[src/rtl/matrix_mac_engine_pkg.sv]
// Shared definitions for the matrix multiply-accumulate engine.
//   state_t : controller states, also exported on the engine's debug port
//   clog2   : elaboration-time ceil(log2(value)), used for width derivation
package mm_pkg;

  typedef enum logic [2:0] {
    LOAD_A = 3'd0,
    LOAD_B = 3'd1,
    CHECK  = 3'd2,
    CALC   = 3'd3,
    DONE   = 3'd4
  } state_t;

  function automatic int clog2(input int value);
    int r;
    r = 0;
    for (int i = 0; i < 31; i++) begin
      if ((1 << i) < value) r = i + 1;
    end
    return r;
  endfunction

endpackage

[src/rtl/matrix_mac_engine_mac.sv]
// Single signed multiply-accumulate lane.
//   clk, rst : clock, asynchronous active-high reset
//   en       : update the accumulator with this cycle's sum
//   clr      : start a new dot product (ignore the old accumulator)
//   a, b     : signed DW-bit operands
//   sum      : combinational (clr ? 0 : acc) + a*b, AW bits, wraps on overflow
module mm_mac #(
  parameter int DW = 8,
  parameter int AW = 18
) (
  input  logic                 clk,
  input  logic                 rst,
  input  logic                 en,
  input  logic                 clr,
  input  logic signed [DW-1:0] a,
  input  logic signed [DW-1:0] b,
  output logic signed [AW-1:0] sum
);

  logic signed [2*DW-1:0] prod;
  logic signed [AW-1:0]   acc;

  assign prod = a * b;
  // Size cast of a signed product sign-extends into the accumulator width.
  assign sum  = (clr ? '0 : acc) + AW'(prod);

  always_ff @(posedge clk or posedge rst) begin
    if (rst) acc <= '0;
    else if (en) acc <= sum;
  end

endmodule

[src/rtl/matrix_mac_engine.sv]
// Streaming matrix multiplier: loads A then B row-major, checks shapes, then
// emits C = A*B row-major, one multiply-accumulate per cycle.
//
// Handshake: a beat (in_data/col_end/row_end) is taken on a rising edge only
// when in_valid=1 and busy=0; there is no backpressure on the result side, an
// element is presented for exactly the one cycle out_valid=1.
//
// Ports:
//   clk, rst      : clock, asynchronous active-high reset
//   in_valid      : qualifies in_data, col_end, row_end
//   in_data       : signed DW-bit element
//   col_end       : element closes its row; with row_end it closes the matrix
//   busy          : inputs ignored while high (CHECK, CALC, DONE)
//   out_valid     : out_data/is_legal/change_row valid
//   out_data      : signed AW-bit result element
//   is_legal      : 0 marks the single rejection pulse
//   change_row    : last element of a result row
//   done          : one-cycle pulse after the final result of a job
//   dbg_state     : current controller state
module matrix_mac_engine
  import mm_pkg::*;
#(
  parameter int DW   = 8,
  parameter int MAXN = 4
) (
  input  logic                               clk,
  input  logic                               rst,
  input  logic                               in_valid,
  input  logic [DW-1:0]                      in_data,
  input  logic                               col_end,
  input  logic                               row_end,
  output logic                               busy,
  output logic                               out_valid,
  output logic [2*DW+mm_pkg::clog2(MAXN)-1:0] out_data,
  output logic                               is_legal,
  output logic                               change_row,
  output logic                               done,
  output logic [2:0]                         dbg_state
);

  localparam int AW = 2 * DW + clog2(MAXN);
  localparam int IW = clog2(MAXN);      // element index width
  localparam int CW = IW + 1;           // count width, holds MAXN+1
  localparam logic [CW-1:0] ONE  = CW'(1);
  localparam logic [CW-1:0] NMAX = CW'(MAXN);

  state_t state;

  logic signed [DW-1:0] a_mem [MAXN][MAXN];
  logic signed [DW-1:0] b_mem [MAXN][MAXN];

  // Running load counters, shared by A and B.
  logic [CW-1:0] ld_r, ld_c, ld_cols;
  logic          ld_err;
  // Latched operand shapes.
  logic [CW-1:0] a_rows, a_cols, b_rows, b_cols;
  logic          a_err, b_err;
  // Calculation indices.
  logic [IW-1:0] i_idx, j_idx, k_idx;

  logic          accept, in_rng, beat_err, err_nxt, last_beat;
  logic [CW-1:0] row_len, rows_nxt, cols_nxt;
  logic          k_last, j_last, i_last;
  logic signed [AW-1:0] mac_sum;

  assign busy      = (state != LOAD_A) && (state != LOAD_B);
  assign dbg_state = state;

  always_comb begin
    accept    = in_valid && !busy;
    in_rng    = (ld_r < NMAX) && (ld_c < NMAX);
    row_len   = ld_c + ONE;
    // Out-of-range beats and rows whose length differs from row 0 poison the matrix.
    beat_err  = !in_rng || (col_end && (ld_r != '0) && (row_len != ld_cols));
    err_nxt   = ld_err || beat_err;
    rows_nxt  = (ld_r < NMAX) ? ld_r + ONE : ld_r;
    cols_nxt  = (ld_r == '0) ? row_len : ld_cols;
    last_beat = col_end && row_end;
    k_last    = ({1'b0, k_idx} == a_cols - ONE);
    j_last    = ({1'b0, j_idx} == b_cols - ONE);
    i_last    = ({1'b0, i_idx} == a_rows - ONE);
  end

  // Element storage has no reset; discarded beats never reach it.
  always_ff @(posedge clk) begin
    if (accept && in_rng) begin
      if (state == LOAD_A) a_mem[ld_r[IW-1:0]][ld_c[IW-1:0]] <= in_data;
      else                 b_mem[ld_r[IW-1:0]][ld_c[IW-1:0]] <= in_data;
    end
  end

  mm_mac #(.DW(DW), .AW(AW)) u_mac (
    .clk (clk),
    .rst (rst),
    .en  (state == CALC),
    .clr (k_idx == '0),
    .a   (a_mem[i_idx][k_idx]),
    .b   (b_mem[k_idx][j_idx]),
    .sum (mac_sum)
  );

  always_ff @(posedge clk or posedge rst) begin
    if (rst) begin
      state      <= LOAD_A;
      ld_r       <= '0;
      ld_c       <= '0;
      ld_cols    <= '0;
      ld_err     <= 1'b0;
      a_rows     <= '0;
      a_cols     <= '0;
      b_rows     <= '0;
      b_cols     <= '0;
      a_err      <= 1'b0;
      b_err      <= 1'b0;
      i_idx      <= '0;
      j_idx      <= '0;
      k_idx      <= '0;
      out_valid  <= 1'b0;
      out_data   <= '0;
      is_legal   <= 1'b0;
      change_row <= 1'b0;
      done       <= 1'b0;
    end else begin
      out_valid  <= 1'b0;
      out_data   <= '0;
      is_legal   <= 1'b0;
      change_row <= 1'b0;
      done       <= 1'b0;
      case (state)
        LOAD_A, LOAD_B: begin
          if (accept) begin
            if (last_beat) begin
              if (state == LOAD_A) begin
                a_rows <= rows_nxt;
                a_cols <= cols_nxt;
                a_err  <= err_nxt;
                state  <= LOAD_B;
              end else begin
                b_rows <= rows_nxt;
                b_cols <= cols_nxt;
                b_err  <= err_nxt;
                state  <= CHECK;
              end
              ld_r    <= '0;
              ld_c    <= '0;
              ld_cols <= '0;
              ld_err  <= 1'b0;
            end else if (col_end) begin
              ld_r    <= rows_nxt;
              ld_c    <= '0;
              ld_cols <= cols_nxt;
              ld_err  <= err_nxt;
            end else begin
              ld_c   <= (ld_c < NMAX) ? ld_c + ONE : ld_c;
              ld_err <= err_nxt;
            end
          end
        end
        CHECK: begin
          i_idx <= '0;
          j_idx <= '0;
          k_idx <= '0;
          if (a_err || b_err || (a_cols != b_rows)) begin
            out_valid <= 1'b1;
            state     <= DONE;
          end else begin
            state <= CALC;
          end
        end
        CALC: begin
          if (k_last) begin
            out_valid  <= 1'b1;
            is_legal   <= 1'b1;
            out_data   <= mac_sum;
            change_row <= j_last;
            k_idx      <= '0;
            if (j_last) begin
              j_idx <= '0;
              if (i_last) state <= DONE;
              else        i_idx <= i_idx + 1'b1;
            end else begin
              j_idx <= j_idx + 1'b1;
            end
          end else begin
            k_idx <= k_idx + 1'b1;
          end
        end
        DONE: begin
          done   <= 1'b1;
          a_err  <= 1'b0;
          b_err  <= 1'b0;
          ld_r   <= '0;
          ld_c   <= '0;
          ld_cols <= '0;
          ld_err <= 1'b0;
          state  <= LOAD_A;
        end
        default: state <= LOAD_A;
      endcase
    end
  end

endmodule

[config.mk]
export PLATFORM = sky130hd
export DESIGN_NAME = matrix_mac_engine
export DESIGN_NICKNAME = d
export VERILOG_FILES = /design/src/rtl/matrix_mac_engine_pkg.sv /design/src/rtl/matrix_mac_engine_mac.sv /design/src/rtl/matrix_mac_engine.sv
export SDC_FILE = /design/constraint.sdc
export NUM_CORES = 1
export LEC_CHECK = 0
export BUFFER_PORTS_ARGS = -buffer_cell sky130_fd_sc_hd__buf_4
export CORE_MARGIN = 1
export CORE_UTILIZATION = 30
export DETAILED_ROUTE_END_ITERATION = 6
export HOLD_SLACK_MARGIN = 0.15
export PLACE_DENSITY_LB_ADDON = 0.08
export SLEW_MARGIN = 25
export SYNTH_ARGS = -nofsm -noshare
export SYNTH_HDL_FRONTEND = slang
export SYNTH_SLANG_ARGS = --single-unit
[constraint.sdc]
create_clock -name clk -period 9.4 [get_ports clk]
set_clock_uncertainty 0.2 [all_clocks]
set_input_delay 0 -clock clk [delete_from_list [all_inputs] [get_ports clk]]
set_output_delay 0 -clock clk [all_outputs]
set_load 0.1 [all_outputs]
### Yosys cells after proc, flatten, opt, wreduce, memory -nomap -nowiden

Memories as Yosys holds them, arrays and structs flattened.
Index checks and enable logic that the tools add are counted.

| word-level totals | value |
|---|---|
| register bits | 73 |
| bits in latches | 0 |
| memory bits (writable) | 256 |
| memory bits (read-only) | 0 |
| input port bits | 13 |
| output and inout bits | 26 |
| word-level logic and storage cells | 161 |
| memories kept | 2 |

| operators by class | value |
|---|---|
| add/sub/neg operators | 9 |
| multipliers | 1 |
| div/mod/pow operators | 0 |
| order comparisons | 6 |
| equal/unequal tests | 20 |
| shift operators | 0 |
| muxes and demuxes | 67 |
| bitwise gates (word level) | 4 |
| reductions and logical operators | 32 |

Memory list:

| name | depth | width | read ports | clocked after Yosys merged registers in | write ports | RTL line | source |
|---|---|---|---|---|---|---|---|
| a_mem | 4 | 32 | 1 | 0 | 1 | matrix_mac_engine.sv:49 | `logic signed [DW-1:0] a_mem [MAXN][MAXN];` |
| b_mem | 4 | 32 | 1 | 0 | 1 | matrix_mac_engine.sv:50 | `logic signed [DW-1:0] b_mem [MAXN][MAXN];` |

Operator list:

| operator | number |
|---|---|
| 32-bit 2-to-1 mux | 2 |
| 18-bit 2-to-1 mux | 3 |
| 3-bit 2-to-1 mux | 18 |
| 8-bit 2-to-1 mux | 5 |
| 8-bit binary-select mux with 2-bit select | 2 |
| 4-bit AND reduction | 5 |
| 18-bit adder | 1 |
| 1-bit 2-to-1 mux | 18 |
| 3-bit case mux with 2 select lines | 3 |
| 8-bit demux with 2-bit select | 1 |
| 8-bit by 8-bit multiplier with 16-bit output | 1 |
| 2-bit inequality test (second input constant) | 8 |
| 2-bit 2-to-1 mux | 7 |
| 2-bit case mux with 2 select lines | 3 |
| 2-bit by 3-bit equality test with 1-bit output | 3 |
| 3-bit >= comparator (second input constant) | 3 |
| 2-bit NOT with 3-bit output | 3 |
| 3-bit case mux with 3 select lines | 1 |
| 3-bit by 1-bit subtractor with 3-bit output (second input constant) | 3 |
| 1-bit logical AND | 8 |
| 1-bit case mux with 2 select lines | 4 |
| 2-bit by 1-bit adder with 2-bit output (second input constant) | 3 |
| 3-bit by 1-bit adder with 3-bit output (second input constant) | 2 |
| 3-bit by 2-bit equality test with 1-bit output (second input constant) | 2 |
| other kinds (19) | 30 |

### Logic depth before layout (Yosys ltp)

| depth | value |
|---|---|
| depth after elaboration | 9 |
| gate-level depth with buffers | 32 |
| mapped depth without buffers | 29 |

### Cells and area by module

A second synthesis with hierarchy kept.

| second synthesis, totals | value |
|---|---|
| cells, all modules | 1087 |
| area, all modules | 16827.4 sq um |

Modules (own cells, without submodules):

| module | times used | cells an instance | area an instance (sq um) | sequential area each (sq um) |
|---|---|---|---|---|
| matrix_mac_engine | 1 | 653 | 12714.7 | 9063.7 |
| mm_mac | 1 | 434 | 4112.7 | 450.4 |

### Least setup slack after synthesis

OpenSTA, ideal clock, no wires.

| path | value |
|---|---|
| path type | reg-to-reg |
| start point | reg i_idx[0] |
| end point | reg out_data[17] (netlist name) |
| setup time | 74 ps |
| data arrival time | 7511 ps |
| required time | 9126 ps |
| path slack | 1614 ps |
| stages on the path, launching flop included | 26 |
| buffers on the path | 2 |
| period minus slack after synthesis | 7786 ps |
| cells stage by stage | dfrtp_1 > buf_2 > buf_1 > mux4_2 > mux4_2 > or2_2 > fa_1 > fa_1 > inv_1 > fa_1 > inv_1 > fa_1 > inv_1 > ha_1 > o21ai_0 > nor2_1 > o41a_1 > o41a_1 > o41a_1 > nand2_2 > inv_1 > ha_1 > a41oi_1 > nor2_1 > or4_4 > a21oi_2 |

| on the way | value |
|---|---|
| longest elaborated chain between the ends | 8 |

RTL lines:

| element | RTL line | source |
|---|---|---|
| from (decl) | matrix_mac_engine.sv:59 | `logic [IW-1:0] i_idx, j_idx, k_idx;` |
| from (signal assigned) | matrix_mac_engine.sv:180 | `else i_idx <= i_idx + 1'b1;` |
| memory read 4 x 32 bit | -- |  |
| 8-bit binary-select mux with 2-bit select | matrix_mac_engine.sv:97 | `.a (a_mem[i_idx][k_idx]),` |
| 8-bit 2-to-1 mux (not written as such) (2 in a row) | matrix_mac_engine.sv:97 |  |
| 8-bit by 8-bit multiplier with 16-bit output | matrix_mac_engine_mac.sv:23 | `assign prod = a * b;` |
| 18-bit adder | matrix_mac_engine_mac.sv:25 | `assign sum = (clr ? '0 : acc) + AW'(prod);` |
| 18-bit 2-to-1 mux | matrix_mac_engine.sv:171 | `if (k_last) begin` |
| 18-bit 2-to-1 mux | matrix_mac_engine.sv:129 | `case (state)` |
| to (signal assigned) | matrix_mac_engine.sv:174 | `out_data <= mac_sum;` |
| to (decl) | matrix_mac_engine.sv:34 | `output logic [2*DW+mm_pkg::clog2(MAXN)-1:0] out_data,` |

Every way passes these cells. The select of a mux whose other input is x is not followed.
A chain may end at the register's enable or synchronous reset.

### Worst setup path in the final report

| path | value |
|---|---|
| start point | reg i_idx[0] |
| end point | reg u_mac.acc[17] |

| on the way | value |
|---|---|
| longest elaborated chain between the ends | 6 |

RTL lines:

| element | RTL line | source |
|---|---|---|
| memory read 4 x 32 bit | -- |  |
| 8-bit binary-select mux with 2-bit select | matrix_mac_engine.sv:97 |  |
| 8-bit 2-to-1 mux (not written as such) (2 in a row) | matrix_mac_engine.sv:97 |  |
| 8-bit by 8-bit multiplier with 16-bit output | matrix_mac_engine_mac.sv:23 |  |
| 18-bit adder | matrix_mac_engine_mac.sv:25 |  |
| to (signal assigned) | matrix_mac_engine_mac.sv:29 | `else if (en) acc <= sum;` |
| to (decl) | matrix_mac_engine_mac.sv:21 | `logic signed [AW-1:0] acc;` |

Every way passes these cells. The select of a mux whose other input is x is not followed.

==> flow_summary.yaml <==
route:
  first_pass_iters: 5
  first_iter_violations: 461
  wire_per_inst_um: 21.1
  drtAntennaViolNets: 0
  drc: 0
  via_count: 9052
  avgViaCountPerCell: 4.74
  drt-total-wl_um: 40300
die:
  core_um2: 53100
  die_area_um2: 55100
  ioPinCount: 39
  rows: 84
  die-width_um: 235
  die_h_um: 235
  initial_core_util: 0.306
logic_synthesis:
  ys_seq_area_frac: 0.585
  avgSynthCellArea_um2: 14.7
  synth-seq-cells: 329
  ys.flop_type: "edfxtp_1"
  ys_warn_count: 0
  synth_cells: 1108
  synth_top_area_share: 0.473
  syn_nets: 1234
  synth_area_um2: 16300
  synthArstFlopShare: 0.222
  synth_edf_count: 256
  yosys.area.top_type: "edfxtp_1"
  synth_cell_types: 51
  synth_area_leaders: "edfxtp_1 47%, dfrtp_1 11%, mux4_2 11%, fa_1 6.9%, ha_1 4.4%"
min_path:
  hold_path_depth: 2
  holdPathEnd: "b_mem[3][20]"
  holdCritStartpoint: "in_data[4]"
  hold_path.class: "in -> reg"
sta:
  maxSlewHeadroom: 0.387
  tightest_slew_ns: 0.913
  fmax_ghz: 0.122
  hold_violations: 0
  setup_viol: 0
  rsz0062_at_grt: "no"
  setup_tns_ns: 0
  min_period_ns: 8.17
  fin_crit_sh: 0.869
  maxSlewViolCount: 0
clock_network:
  cts-root-buf: "clkbuf_16"
  cts_buffer_depth: 3
  cts.sinks: 329
  cts_resized: 0
  cts_tree: "built"
  cts_made_buffers: 40
  post_cts_buffers: 0
  h-tree-depth: 2
  clkLatencyLatePin_ns: 0.57
  postCtsHoldBufs: 19
  clk_pin_slew_ns: 0.06
setup_path:
  reg2reg_slack_ns: 1.23
  crit_fanout: 19
  cp.arrival_ns: 8.44
  start_kind: "register"
  path_class: "reg -> reg"
  cp.required_ns: 9.68
  endpoint_kind: "register"
  r2r-end: "u_mac.acc[17]"
  timing.rr.start: "i_idx[0]"
  worst_r2r_path_depth: 26
finish:
  drive_gt1_frac: 0.176
  syn2layout_area_growth_pct: 17.0
  nNetsFinal: 1313
  final_area_um2: 19000
outcome:
  status: "finished, final reports clean"
global_routing:
  grt_max_degree: 74
  grt_overflow: 0
  gr-usage-all-layers: 0.149
  grt_pass1_wl_um: 61400
  antenna_found_initial: 0
  grt_pass1_vias: 9524
placement:
  gp_congestion: 0.724
  io_buffers: 38
  dpl.hpwl_um: 27600
  place_area_um2: 17400
flow_run:
  maxCapViolCount: 0
==> cell families (layout without fill, tap and decap cells) <==
group,after synthesis,after routing,share of synthesized area
other,0,2,0
buffers and inverters,149,259,0.0348
and+or+nand+nor,257,257,0.0800
AOI/OAI and AO/OA,129,129,0.0490
DFF,329,329,0.585
adders and majority gates,113,113,0.113
muxes,84,84,0.113
xor gates and xnor gates,47,47,0.0253
==> metal layers <==
metal  up-vias  track usage  wire length, um
met1      4695        0.193            18000
met2       119        0.256            20100
li1       4184            -                -
met3        54       0.0246             1280
met5         -            0                0
met4         0       0.0457              932
==> sequential cells by signal, summed over array words and instances (netlist names), 2 cells and up <==
signal     count
ld_r           3
b_cols         3
j_idx          2
u_mac.acc     18
ld_cols        3
dbg_state      3
i_idx          2
b_mem        128
ld_c           3
b_rows         3
k_idx          2
out_data      18
a_cols         3
a_mem        128
a_rows         3
==> area by class of cell <==
class	instances	area, um2
antenna	2	5.00
clock buffer	46	1030
clock inverter	27	380
fill	5093	34100
inverter	112	422
multi-input combinational	630	6200
sequential	329	9520
tap	688	861
timing repair buffer	74	607
==> worst max path at each step <==
stage	to	cells after the start	slack, ns	startpoint
global placement	u_mac.acc[16]	27	1.14	i_idx[0]
CTS	u_mac.acc[16]	26	1.11	i_idx[0]
finish	u_mac.acc[17]	26	1.23	i_idx[0]
global route	u_mac.acc[17]	27	0.62	k_idx[0]
floorplan	out_data[17]	25	1.61	i_idx[0]
detailed placement	u_mac.acc[16]	26	1.12	i_idx[0]
==> metrics by stage <==
stage	utilization	hold WS (ns)	cells	setup slack (ns)
floorplan	-	-0.102	1108	1.61
global placement	0.328	0.0471	1814	1.14
detailed placement	0.328	0.0605	1814	1.12
CTS	0.358	0.192	1906	1.11
global route	0.358	0.214	1906	0.621
finish	0.358	0.218	1908	1.23
==> synthesized netlist by cell type (3+ instances only) <==
master	n
or2_2	5
o31ai_1	3
o21bai_1	5
fa_1	56
a21o_1	7
nor3_1	6
nor2b_1	21
xor2_1	22
mux2_2	3
buf_1	4
ha_1	57
o41a_1	3
o21a_1	3
nand2b_1	6
o22ai_1	4
edfxtp_1	256
inv_1	111
nand2_1	63
a21oi_1	24
nor2_1	54
xnor2_1	25
and2_1	48
mux4_2	79
clkbuf_1	28
and3_1	33
buf_2	5
o21ai_0	55
nand3_1	13
dfrtp_1	73
a211oi_1	5
==> placed cells by master, fill, tap and decap left out, types with 25 or more instances in the layout <==
cell type / count
edfxtp_1: 256
inv_1: 110
mux4_2: 79
dfrtp_1: 71
nand2_1: 63
ha_1: 57
fa_1: 56
o21ai_0: 55
nor2_1: 54
buf_4: 54
and2_1: 48
clkbuf_16: 40
and3_1: 33
xnor2_1: 25
==> worst max-delay path: stages, from the launching register on <==
cell and delay [ns]:
dfrtp_2 0.78, buf_4 0.30, mux4_2 0.58, mux4_2 0.62, and2_1 0.22, fa_1 0.42
fa_1 0.54, inv_1 0.05, fa_1 0.47, fa_1 0.54, inv_1 0.04, ha_1 0.34
a21o_1 0.18, a21oi_1 0.22, o21bai_1 0.10, a21oi_1 0.23, o21bai_1 0.09, a21oi_1 0.22
xnor2_1 0.10, ha_1 0.35, and2_1 0.18, nand2_1 0.09, o211ai_1 0.27, a21o_1 0.22
a211oi_2 0.10, or4_4 0.50, o211ai_1 0.11
Power is left out: the tool's default activity adds up to more than one toggle a clock period on the data nets, which glitch-free logic cannot reach.
